===== src/rtl/mcp_multiplier_ctrl_if.sv =====
// Handshake bundle for mcp_multiplier_ctrl: operand side (A/B/In_*) and result side (Result/Out_*).
// Signed_Mode exists only when MCP_MULT_SIGNED_EN is defined.
interface mcp_multiplier_ctrl_if #(
    parameter int WIDTH = 8
);
    logic [WIDTH-1:0]   A;
    logic [WIDTH-1:0]   B;
    logic               In_Valid;
    logic               In_Ready;
    logic [2*WIDTH-1:0] Result;
    logic               Out_Valid;
    logic               Out_Ready;
    logic               Busy;
`ifdef MCP_MULT_SIGNED_EN
    logic               Signed_Mode;
`endif

    modport master (
        output A, B, In_Valid, Out_Ready,
`ifdef MCP_MULT_SIGNED_EN
        output Signed_Mode,
`endif
        input  In_Ready, Result, Out_Valid, Busy
    );

    modport slave (
        input  A, B, In_Valid, Out_Ready,
`ifdef MCP_MULT_SIGNED_EN
        input  Signed_Mode,
`endif
        output In_Ready, Result, Out_Valid, Busy
    );
endinterface


===== src/rtl/mcp_multiplier_ctrl.sv =====
// Multicycle-path multiplier wrapper: operands registered on accept, product captured MC_CYCLES later.
// Optional macro MCP_MULT_SIGNED_EN adds a per-operation two's-complement mode (Signed_Mode).
module mcp_multiplier_ctrl #(
    parameter int WIDTH     = 8,
    parameter int MC_CYCLES = 4
) (
    input  logic                 CLK,
    input  logic                 RSTn,
    mcp_multiplier_ctrl_if.slave bus
);
    localparam int                CNT_W    = (MC_CYCLES > 1) ? $clog2(MC_CYCLES) : 1;
    localparam logic [CNT_W-1:0] CNT_LOAD = CNT_W'(MC_CYCLES - 1);

    typedef enum logic [1:0] {IDLE, WAIT, DONE} state_t;

    state_t             state_q, state_d;
    logic [CNT_W-1:0]   cnt_q, cnt_d;
    logic [WIDTH-1:0]   ra_q, ra_d;
    logic [WIDTH-1:0]   rb_q, rb_d;
    logic [2*WIDTH-1:0] result_q, result_d;
    logic               accept;
    logic               capture;
`ifdef MCP_MULT_SIGNED_EN
    logic               rsigned_q, rsigned_d;
`endif

`ifdef MCP_MULT_SIGNED_EN
    function automatic logic [2*WIDTH-1:0] mul_full(input logic [WIDTH-1:0] a,
                                                    input logic [WIDTH-1:0] b,
                                                    input logic             sgn);
        logic signed [2*WIDTH-1:0] ea;
        logic signed [2*WIDTH-1:0] eb;
        logic signed [2*WIDTH-1:0] p;
        ea = sgn ? {{WIDTH{a[WIDTH-1]}}, a} : {{WIDTH{1'b0}}, a};
        eb = sgn ? {{WIDTH{b[WIDTH-1]}}, b} : {{WIDTH{1'b0}}, b};
        p  = ea * eb;
        return p;
    endfunction
`else
    function automatic logic [2*WIDTH-1:0] mul_full(input logic [WIDTH-1:0] a,
                                                    input logic [WIDTH-1:0] b);
        logic [2*WIDTH-1:0] ea;
        logic [2*WIDTH-1:0] eb;
        ea = {{WIDTH{1'b0}}, a};
        eb = {{WIDTH{1'b0}}, b};
        return ea * eb;
    endfunction
`endif

    // With MC_CYCLES=1 the counter loads 0, so the first WAIT edge is already the capture edge.
    always_comb begin
        state_d  = state_q;
        cnt_d    = cnt_q;
        ra_d     = ra_q;
        rb_d     = rb_q;
        result_d = result_q;
        accept   = 1'b0;
        capture  = 1'b0;
`ifdef MCP_MULT_SIGNED_EN
        rsigned_d = rsigned_q;
`endif
        case (state_q)
            IDLE: begin
                if (bus.In_Valid) begin
                    accept  = 1'b1;
                    cnt_d   = CNT_LOAD;
                    state_d = WAIT;
                end
            end
            WAIT: begin
                if (cnt_q == '0) begin
                    capture = 1'b1;
                    state_d = DONE;
                end else begin
                    cnt_d = cnt_q - CNT_W'(1);
                end
            end
            DONE: begin
                if (bus.Out_Ready) state_d = IDLE;
            end
            default: state_d = IDLE;
        endcase

        // Plain load enables keep rA/rB -> Result a clean multicycle path.
        if (accept) begin
            ra_d = bus.A;
            rb_d = bus.B;
`ifdef MCP_MULT_SIGNED_EN
            rsigned_d = bus.Signed_Mode;
`endif
        end
        if (capture) begin
`ifdef MCP_MULT_SIGNED_EN
            result_d = mul_full(ra_q, rb_q, rsigned_q);
`else
            result_d = mul_full(ra_q, rb_q);
`endif
        end
    end

    always_ff @(posedge CLK or negedge RSTn) begin
        if (!RSTn) begin
            state_q  <= IDLE;
            cnt_q    <= '0;
            ra_q     <= '0;
            rb_q     <= '0;
            result_q <= '0;
`ifdef MCP_MULT_SIGNED_EN
            rsigned_q <= 1'b0;
`endif
        end else begin
            state_q  <= state_d;
            cnt_q    <= cnt_d;
            ra_q     <= ra_d;
            rb_q     <= rb_d;
            result_q <= result_d;
`ifdef MCP_MULT_SIGNED_EN
            rsigned_q <= rsigned_d;
`endif
        end
    end

    assign bus.In_Ready  = (state_q == IDLE);
    assign bus.Out_Valid = (state_q == DONE);
    assign bus.Busy      = (state_q != IDLE);
    assign bus.Result    = result_q;
endmodule


===== src/flat_wrapper.sv =====
// flat-port wrapper written by rule: the top's interface ports become plain ports
module mcp_multiplier_ctrl_flat 
#(
    parameter int WIDTH     = 8,
    parameter int MC_CYCLES = 4
)
  (CLK, RSTn, bus_A, bus_B, bus_In_Valid, bus_Out_Ready, bus_In_Ready, bus_Result, bus_Out_Valid, bus_Busy);
  mcp_multiplier_ctrl_if #(.WIDTH(WIDTH)) bus_i ();
  input  logic CLK;
  input  logic RSTn;
  input wire logic [$bits(bus_i.A)-1:0] bus_A;
  input wire logic [$bits(bus_i.B)-1:0] bus_B;
  input wire logic [$bits(bus_i.In_Valid)-1:0] bus_In_Valid;
  input wire logic [$bits(bus_i.Out_Ready)-1:0] bus_Out_Ready;
  output wire logic [$bits(bus_i.In_Ready)-1:0] bus_In_Ready;
  output wire logic [$bits(bus_i.Result)-1:0] bus_Result;
  output wire logic [$bits(bus_i.Out_Valid)-1:0] bus_Out_Valid;
  output wire logic [$bits(bus_i.Busy)-1:0] bus_Busy;
  assign bus_i.A = bus_A;
  assign bus_i.B = bus_B;
  assign bus_i.In_Valid = bus_In_Valid;
  assign bus_i.Out_Ready = bus_Out_Ready;
  assign bus_In_Ready = bus_i.In_Ready;
  assign bus_Result = bus_i.Result;
  assign bus_Out_Valid = bus_i.Out_Valid;
  assign bus_Busy = bus_i.Busy;
  mcp_multiplier_ctrl #(.WIDTH(WIDTH), .MC_CYCLES(MC_CYCLES)) u_core (.CLK(CLK), .RSTn(RSTn), .bus(bus_i));
endmodule

===== config.mk =====
export PLATFORM = sky130hd
export DESIGN_NAME = mcp_multiplier_ctrl_flat
export DESIGN_NICKNAME = d
export VERILOG_FILES = /design/src/rtl/mcp_multiplier_ctrl_if.sv /design/src/rtl/mcp_multiplier_ctrl.sv /design/src/flat_wrapper.sv
export SDC_FILE = /design/constraint.sdc
export NUM_CORES = 1
export LEC_CHECK = 0
export CORE_MARGIN = 2
export CORE_UTILIZATION = 30
export CTS_CLUSTER_SIZE = 28
export DETAILED_ROUTE_END_ITERATION = 6
export PLACE_DENSITY = 0.59
export SLEW_MARGIN = 10
export SYNTH_ARGS = -nofsm -noshare
export SYNTH_HDL_FRONTEND = slang
export SYNTH_SLANG_ARGS = --single-unit

===== constraint.sdc =====
create_clock -name CLK -period 4.3 [get_ports CLK]
set_input_delay 0.86 -clock CLK [delete_from_list [all_inputs] [get_ports CLK]]
set_output_delay 0.86 -clock CLK [all_outputs]
set_load 0.02 [all_outputs]

==> results.md <==
- Status: finished clean
- Slew Viols, Final: 0
- CP delay by family, top: adder cells
- Crit-path cells: buf_4 -> and2_1 -> fa_2 -> fa_1 -> inv_1 -> fa_1 -> fa_1 -> inv_1 -> ha_4 -> o211ai_1 -> o211ai_1 -> a31oi_1 -> xor2_1 -> o21ai_0
- Dpl cell area: between 0.004 and 0.005 mm²
- DR pass1 iterations: 4
- Starting DRT DRC Count: about 120
- CP startpoint: u_core.rb_q[4]
- Placed Cells: approximately 540
- Hpwl dp: around 5.9 mm
- Top cell type by total area after synthesis: dfrtp_1
- Rel. slew slack: between 30% and 40%
- Top cell by count, worst path: fa_1
- GP Congestion: between 0.8 and 0.9
- Largest net degree at the start of global routing: 37
- Crit Path Max Fanout: 5
- Async SR Flop Fraction: 100%
- Worst Path Buf+Inv: 3
- Min-Delay Startpoint: u_core.bus.Result[0]
- Kind of critical path: flop to flop
- Setup WS pre-CTS: roughly 0.06 ns
- Clk buf depth: 2
- Critical Path Max Stage Delay: ~0.54 ns
- MaxCap Viol Count: 0
- # setup viols final: 0
- Slew @ Worst Pin: approximately 0.96 ns
- Setup Skew: 0.00848 ns
- Seq/Total Area, Yosys: around a quarter
- Avg Vias per Cell: between 4 and 5
- Crit. End Element: flop
- Congestion Overflow GR: 0
- Clk root buf: clkbuf_16
- DR WL/cell: between 10 and 15 µm
- Die area: roughly 0.013 mm²
- HP Class: flop to flop
- Ant. Diodes: 0
- Layout cells sized above 1: a little over an eighth
- Hold slack: 0.478 ns
- Number of CTS-inserted buffers: 5
- Mean Syn Cell Area: between 9 and 10 µm²
- Minimum clock period: 4.12 ns
- Die height: around 110 µm
- ANT nets after route: 0
- Startpoint types: flop
- Port bufs: 38
- Initial Util: slightly above 30%
- H-tree depth: 2
- Finished Layout Cells: between 500 and 600
- Post-synth EDFFs: 0
- FP Rows: 39
- Slowest cell on the critical path: fa_1
- # hold bufs at CTS: 0
- Fin. Hold Viols: 0
- Final Cycle Share: about 96%
- First-pass GRT wire length: 12.7 mm
- Syn Std Cell Area: between 0.003 and 0.004 mm²
- Core area: 0.0114 mm²
- Final wirelength: between 7 and 8 mm
- CTS tree: built
- Worst reg2reg setup slack: around 0.18 ns
- Ys Warns: 0
- Vias: around 2.6k
- Clock Pin Slew Worst Setup and Hold Paths: approximately 0.060 ns
- Post-synth top cells: inv_1, nand2_1, and2_1, ha_1
- Syn nets: between 400 and 500
- Final net count: 500
- Synth area leaders: dfrtp_1, fa_1, ha_1
- Chip width: approximately 110 µm
- Number of clock sinks: 36
- Area growth, synth to finish: 22.4%
- Mapped Cells: approximately 360
- Slack of the critical path: 0.183 ns
- DRC viols: 0
- R2R Path Start: u_core.rb_q[4]
- Yosys top cell area share: 25.6%
- Synth Flop Type: dfrtp_1
- All-Layer GR Usage: between 10% and 20%
- Post-route cell area: about 0.0043 mm²
- Unique cell type count in the Yosys netlist: 40
- Worst Path Arrival: around 4.3 ns
- Antenna violations before repair: 0
- Latest clock arrival within the worst-skew pair: between 0.2 and 0.3 ns
- Vias in the first global route: around 2.7k
- Critical Path RT: roughly 4.5 ns
- IO Count: 39
- Max Freq: roughly 240 MHz
- Synth Register Bits: 36
[placed cells by master, fill, tap and decap left out, types with 2 or more instances in the layout]
master and n:
inv_1 51, nand2_1 51, and2_1 42, clkdlybuf4s50_1 37
fa_1 35, ha_1 34, dfrtp_1 34, buf_4 16
o21ai_0 14, mux2_4 10, xor2_1 8, a21oi_1 7
mux2_2 6, clkbuf_16 5, nor2_1 4, nand3_1 4
a21oi_2 4, o211ai_1 3, a21o_1 3, nand4_1 3
ha_4 3, and2_4 2, a22oi_1 2, a31oi_1 2
o21ai_1 2, nand2b_1 2, o31ai_1 2, mux2i_1 2
xnor2_1 2, dfrtp_2 2
[sequential cells by signal, indices dropped and copies added, names as in the netlist]
| register | count |
|---|---|
| u_core.ra_q | 8 |
| u_core.bus.Result | 16 |
| u_core.cnt_q | 2 |
| u_core.state_q | 2 |
| u_core.rb_q | 8 |
[layer usage]
metal,wire (µm),global-route usage (%)
met3,279,2.11
met1,3460,16.8
met5,0,0
met2,3870,20.7
met4,122,3.50
[final timing paths]
check	end	cells after the start
setup / recovery	u_core.bus.Result[12]	14
hold / removal	u_core.bus.Result[0]	2
setup reg to reg	u_core.bus.Result[12]	14
hold reg to reg	u_core.bus.Result[0]	2
max in group asynchronous	u_core.ra_q[2]	1
min in group asynchronous	u_core.rb_q[5]	1
[area by class of cell]
type / count / area (µm²)
multi-input combinational: 258 / 2400
sequential: 36 / 903
inverter: 52 / 195
fill: 1210 / 7110
clock buffer: 6 / 129
tap: 143 / 179
timing repair buffer: 54 / 495
clock inverter: 1 / 5.00
[worst min-delay path: stages (launching register included)]
cell and delay [ns]:
dfrtp_1 0.35, nand2_1 0.05, nand2_1 0.05
[cells by family after synthesis]
logic type / Yosys count / synth area share [%]
buffers and inverters: 63 / 7.78
AOI/OAI and AO/OA: 43 / 7.25
DFF: 36 / 25.6
adders and majority gates: 73 / 33.6
xor gates and xnor gates: 10 / 2.49
muxes: 18 / 6.75
and+or+nand+nor: 114 / 16.5
[timing repair]
item                                    4_1_cts  5_1_grt
resized for setup                             0       11
endpoints found under the setup margin        0        7
endpoints found under the hold margin         0        0
buffers inserted                              0        2
[stage by stage]
step	util, %	setup TNS, ns
floorplan	-	0
global placement	35.9	0
detailed placement	35.9	0
CTS	37.1	0
global route	37.7	-0.0179
finish	37.7	0
Power is not shown: default switching activity piles up to over one toggle a cycle in this logic, so the estimate is an artifact.
